`src/rtl/morse_letter_controller.sv`:
```
// morse_letter_controller
//   Collects dot/line pulses from the morse decoder into a letter code,
//   closes the letter after GAP_TICKS idle ticks and presents it on a
//   valid/ack handshake. Flags word gaps (WORD_TICKS idle ticks after an
//   emitted letter) and symbol overflow / symbols dropped while holding.
// Ports:
//   clock, reset      : clock, synchronous active-high reset
//   tick_en           : one-cycle pulse per gap-timing unit
//   ld_dot, ld_line   : one-cycle symbol pulses (both high = line)
//   code_ack          : consumer accepts the presented letter
//   symbol_code       : letter bits, 1=line, first symbol in bit 0
//   symbol_len        : number of valid symbols in symbol_code
//   code_valid        : letter presented, held until code_ack
//   word_space        : one-cycle word-gap pulse
//   overflow_err      : one-cycle pulse on too many / dropped symbols
//   busy              : letter in progress, held or being discarded
module morse_letter_controller #(
  parameter int MAX_SYMBOLS = 5,
  parameter int GAP_TICKS   = 8,
  parameter int WORD_TICKS  = 20,
  parameter int CNT_W       = 5
) (
  input  logic                   clock,
  input  logic                   reset,
  input  logic                   tick_en,
  input  logic                   ld_dot,
  input  logic                   ld_line,
  input  logic                   code_ack,
  output logic [MAX_SYMBOLS-1:0] symbol_code,
  output logic [2:0]             symbol_len,
  output logic                   code_valid,
  output logic                   word_space,
  output logic                   overflow_err,
  output logic                   busy
);

  localparam logic [1:0] S_IDLE    = 2'd0;
  localparam logic [1:0] S_COLLECT = 2'd1;
  localparam logic [1:0] S_HOLD    = 2'd2;
  localparam logic [1:0] S_DISCARD = 2'd3;

  localparam logic [CNT_W-1:0] GAP_C  = CNT_W'(GAP_TICKS);
  localparam logic [CNT_W-1:0] WORD_C = CNT_W'(WORD_TICKS);
  localparam logic [CNT_W-1:0] GAP_MAX = '1;
  localparam logic [2:0]       MAX_L  = 3'(MAX_SYMBOLS);

  logic [1:0]             state;
  logic [MAX_SYMBOLS-1:0] code;
  logic [2:0]             len;
  logic [CNT_W-1:0]       gap_cnt;
  logic                   word_armed;

  logic                   sym;
  logic                   gap_inc;
  logic [CNT_W-1:0]       gap_nxt;
  logic                   gap_hit;
  logic                   word_hit;
  logic [MAX_SYMBOLS-1:0] bit0;
  logic [MAX_SYMBOLS-1:0] bit_new;

  assign sym     = ld_dot | ld_line;
  // Counter saturates: once at GAP_MAX it stops incrementing, so the
  // "reaches" compares below fire only on the incrementing tick.
  assign gap_inc  = !sym && tick_en && (gap_cnt != GAP_MAX);
  assign gap_nxt  = gap_cnt + CNT_W'(1);
  assign gap_hit  = gap_inc && (gap_nxt == GAP_C);
  assign word_hit = gap_inc && (gap_nxt == WORD_C);
  assign bit0     = MAX_SYMBOLS'(ld_line);
  assign bit_new  = bit0 << len;

  always_ff @(posedge clock) begin
    if (reset) begin
      state        <= S_IDLE;
      code         <= '0;
      len          <= '0;
      gap_cnt      <= '0;
      word_armed   <= 1'b0;
      word_space   <= 1'b0;
      overflow_err <= 1'b0;
    end else begin
      overflow_err <= 1'b0;
      word_space   <= 1'b0;

      if (sym)          gap_cnt <= '0;
      else if (gap_inc) gap_cnt <= gap_nxt;

      // Word gap is timed independently of the letter FSM.
      if (word_hit && word_armed) begin
        word_space <= 1'b1;
        word_armed <= 1'b0;
      end

      case (state)
        S_IDLE: begin
          if (sym) begin
            code  <= bit0;
            len   <= 3'd1;
            state <= S_COLLECT;
          end
        end
        S_COLLECT: begin
          if (sym) begin
            if (len == MAX_L) begin
              overflow_err <= 1'b1;
              code         <= '0;
              len          <= '0;
              word_armed   <= 1'b0;  // a discarded letter must not end a word
              state        <= S_DISCARD;
            end else begin
              code <= code | bit_new;
              len  <= len + 3'd1;
            end
          end else if (gap_hit) begin
            word_armed <= 1'b1;
            state      <= S_HOLD;
          end
        end
        S_HOLD: begin
          if (code_ack) begin
            if (sym) begin
              code  <= bit0;
              len   <= 3'd1;
              state <= S_COLLECT;
            end else begin
              code  <= '0;
              len   <= '0;
              state <= S_IDLE;
            end
          end else if (sym) begin
            overflow_err <= 1'b1;  // symbol dropped, held letter untouched
          end
        end
        default: begin  // S_DISCARD
          if (gap_hit) state <= S_IDLE;
        end
      endcase
    end
  end

  assign symbol_code = code;
  assign symbol_len  = len;
  assign code_valid  = (state == S_HOLD);
  assign busy        = (state != S_IDLE);

endmodule

```
`config.mk`:
```
export PLATFORM = sky130hd
export DESIGN_NAME = morse_letter_controller
export DESIGN_NICKNAME = d
export VERILOG_FILES = /design/src/rtl/morse_letter_controller.sv
export SDC_FILE = /design/constraint.sdc
export NUM_CORES = 1
export LEC_CHECK = 0
export CORE_UTILIZATION = 30
export DETAILED_ROUTE_END_ITERATION = 8
export PLACE_DENSITY_LB_ADDON = 0.25
export SETUP_SLACK_MARGIN = 0.2
export SLEW_MARGIN = 20
export SYNTH_ARGS = -nofsm -noshare
export SYNTH_HDL_FRONTEND = slang
export SYNTH_SLANG_ARGS = --single-unit
export TNS_END_PERCENT = 10
```
`constraint.sdc`:
```
create_clock -name clock -period 2.1 [get_ports clock]
set_clock_uncertainty 0.2 [all_clocks]
set_input_delay 0.63 -clock clock [delete_from_list [all_inputs] [get_ports clock]]
set_output_delay 0.63 -clock clock [all_outputs]
set_load 0.005 [all_outputs]
```
# Yosys cells after proc, flatten, opt, wreduce, memory -nomap -nowiden
# Index checks and enable logic that the tools add are counted.
# totals
ff_bits,18
inputBits,6
elab_cells,67
# op_classes
addsub,2
eq_ne,11
n_shift,1
n_mux,31
bitwise_logic,2
n_reduce_logical,13
# ops
cell,count
$mux W5,4
$pmux W5 S3,1
$mux W1,13
$mux W2,6
$mux W3,4
$pmux W3 S3,1
$ne A2 B2 Y1 const B,3
$ne A3 B3 Y1 const B,2
$pmux W2 S3,1
$add A5 B1 Y5 const B,1
$eq A5 B4 Y1 const B,1
$eq A5 B5 Y1 const B,1
$logic_and A1 B1 Y1,5
$ne A5 B5 Y1 const B,1
$or A5 B5 Y5,1
$reduce_and A5 Y1,1
$shl A1 B3 Y5,1
$reduce_and A4 Y1,1
$reduce_bool A4 Y1,1
$add A3 B1 Y3 const B,1
$eq A3 B3 Y1 const B,1
$reduce_bool A3 Y1,1
$eq A2 B1 Y1 const B,1
$eq A2 B2 Y1 const B,1
6 further kinds,6

# Depth between registers and ports, before layout
# Gate-level depths: netlist of run 1.
# logic_depth
ltp_word,10
mapped_depth,9
depth_no_buf,8

# Worst setup path after synthesis of run 1
# No wires, ideal clock.
# synth_path
path_kind,register to register
from,register gap_cnt[0]
to,register state[0]
setup_ps,126
t_arrival_ps,1781
required_ps,1774
setup_slack_ps,-7
stages_incl_launch_ff,10
n_path_buf,1
period_less_slack_ps,2107
path_cell_list,dfxtp_1 > ha_1 > and3_1 > ha_1 > nor2b_1 > buf_2 > nand2_1 > nor4b_1 > a21oi_1 > mux2i_1
# synth_via
elab_chain_len,5
# synth_lines
item,line,text
start: declaration,50,logic [CNT_W-1:0] gap_cnt;
start signal: assignment,85,else if (gap_inc) gap_cnt <= gap_nxt;
$add A5 B1 Y5 / $ne A5 B5 Y1 (equally long branches),"65, 64",
$eq A5 B4 Y1 / $logic_and A1 B1 Y1 (equally long branches),"66, 64",
$logic_and A1 B1 Y1 *,66,assign gap_hit = gap_inc && (gap_nxt == GAP_C);
$ne A3 B3 Y1 (no source line) / $reduce_bool A4 Y1 (equally long branches),n/a,
$reduce_and A5 Y1 (no source line) *,n/a,
end signal: assignment,73,state <= S_IDLE;
end signal: assignment,98,state <= S_COLLECT;
end signal: assignment,108,state <= S_DISCARD;
end: declaration,47,logic [1:0] state;
# Every way passes the cells marked *; elsewhere a longest branch is shown, timed or not.
# A chain may end at the register's enable or synchronous reset.

# Worst setup path in the final report of run 1
# layout_path
from,register state[1]
to,output code_valid
# layout_via
elab_chain_len,1
# layout_lines
item,line,text
$eq A2 B2 Y1,142,assign code_valid = (state == S_HOLD);
end: declaration,31,"output logic code_valid,"
# Every way passes these cells.

==> results of run 1 <==
-- worst max-delay path, stage by stage, from the launching register on --
cell and delay (ps):
dfxtp_2 350, buf_4 130, buf_6 110, ha_4 150, buf_6 110
-- report_power, final --
part	internal, W	switching (W)	total, W
Clock	0.0000741	0.000117	0.000191
Combinational	0.000418	0.000371	0.000790
Sequential	0.000379	0.0000225	0.000402
Total	0.000872	0.000511	0.00138
-- state kept, by name, summed over array words and instances (netlist names) --
name and flops:
overflow_err 1, gap_cnt 5, symbol_len 3, symbol_code 5
state 2, word_armed 1, word_space 1
-- placed cells by master (no fill, tap or decap), types with 3 or more instances in the layout --
cell type,synthesis,routed
dfxtp_1,18,6
nand2b_1,5,5
nand4_1,3,3
mux2i_1,5,5
nor2_1,16,15
a31oi_1,6,5
inv_1,6,3
clkbuf_4,0,3
clkdlybuf4s50_1,0,12
buf_4,0,20
nand2_1,6,5
a21oi_1,10,7
and2_1,3,3
dfxtp_4,0,3
dfxtp_2,0,9
buf_6,0,3
ha_4,0,4
-- repair_timing --
action                     4_1_cts  5_1_grt
setup buffers                    6        4
gates resized for setup         36       19
pin swaps                        4        9
gates cloned                     0        0
setup endpoints to repair       24       28
-- final timing paths --
check                                                    to                   startpoint  slack, ps
worst max-delay path                             code_valid        state[1]$_SDFFE_PP0P_        110
worst min-delay path            symbol_code[3]$_SDFFE_PP0P_  symbol_code[3]$_SDFFE_PP0P_        270
worst max register to register   symbol_len[2]$_SDFFE_PP0P_        state[1]$_SDFFE_PP0P_        140
worst min register to register  symbol_code[3]$_SDFFE_PP0P_  symbol_code[3]$_SDFFE_PP0P_        270
-- per-stage QoR --
step                instances  setup slack, ps  hold WS, ps  total power (W)
CTS                       201              125          277          0.00127
global route              205             35.9          317          0.00151
detailed placement        191             -296          271         0.000972
finish                    205              109          271          0.00138
floorplan                 123              144          258         0.000767
global placement          191             -282          258         0.000965
-- cell type report --
type,count,area (um2),area share
well taps,44,55.1,0.0342
inverters,6,25.0,0.0155
repair buffers,39,343,0.213
multi-input cells,94,778,0.483
clock buffers,4,26.3,0.0163
flip-flops and latches,18,383,0.238
-- per-layer routing --
metal,GRT usage,vias up,share of wire
li1,-,504,-
met1,0.207,467,0.45
met2,0.251,27,0.48
met3,0.0341,7,0.041
met4,0.114,0,0.027
met5,0,-,0
-- cells by family after synthesis --
logic type,share of synthesized area
AO/OA/AOI/OAI,0.163
buffers and inverters,0.0435
flip-flops,0.348
AND/OR/NAND/NOR,0.287
XOR/XNOR,0.0254
multiplexers,0.0484
adder cells (fa/ha/maj),0.0846
==> metrics, run 1 <==
Layout Nets=175; Main synth FF type=dfxtp_1; Yosys reg bits=18; num ports=18; Post-DP Area=1380 um2; Initial DRC Count=21; Cell Rows=20; status=complete, no violations; largest net degree at the start of global routing=11; Placer Congestion=0.843; Syn Nets=136; port bufs=17; cell with the most instances after synthesis=dfxtp_1; EDFF count, synth=0; minimum clock period=1990 ps; 1st-pass router iterations=4; final setup fails=0; WL final=2610 um; clk sinks=18; ANT nets after route=0; Initial Util=0.328; core area=3150 um2; sequential area share after synthesis=0.348; first-pass GRT wire length=4460 um; max-cap violations=0; Crit Path Max Fanout=3; Slew Viols, Final=0; vias in the first global route=1,029; Reg clk slew, reported paths=110 ps; hold path depth=2; root buffer cell=clkbuf_4; Mean Syn Cell Area=8.41 um2; initial antenna violation count=0; Power per Cell Area=859 nW/um2; Die Y=60.7 um; Gate Count Post-Synth=123; top post-synthesis cells by count=dfxtp_1, nor2_1, a21oi_1; Yosys warning count=0; DR WL/cell=12.7 um; Max clock buf depth=2; Worst VDD drop=0.409 mV; Synth area leaders=dfxtp_1, ha_1, nor2_1; Netlist cell types=36; Yosys top cell area share=0.348; Antenna Cells=0; gr ovfl total=0; Die Footprint=3690 um2; Leakage=0.636 nW; Via density=4.90; cell taking the most area after synthesis=dfxtp_1; Critical Path Start Type=flop; Inserted Clock Buffers=3; asr flop ratio synth=0; worst rel slew slack=0.761; CTS tree=done; share of cells above drive strength 1=0.410; die width=60.7 um; worst slew pin tran=357 ps; CP required=1270 ps; Fin. Hold Viols=0; Cell Area, Synth=1030 um2; Layout area overhead=55.6%; CP Capture Type=output port; Final Cell Area=1610 um2; WS Path Type=reg2out; H-tree depth=1; RSZ-0062 raised after global routing=true; GR Util All Layers=0.164; Worst Reg-to-Reg Cells=8; utilization after layout=0.511; Worst-Skew Late Latency=300 ps; Max Fclk=502 MHz; cts hold-fix bufs=0; period utilization=0.948; fill count=308; Worst Hold Class=reg2reg; Remaining DRCs=0; vias=1,005; setup TNS after final layout=0 ps; Detailed Place HPWL=1720 um; Data arrival, critical path=1160 ps
No activity file was read; power rests on OpenSTA's default activity.
==> run 2: changes to the inputs <==
Settings changed: CAP_MARGIN set to 0.
==> results of run 2 <==
Final layout, timing and power as in run 1 (identical DEF).
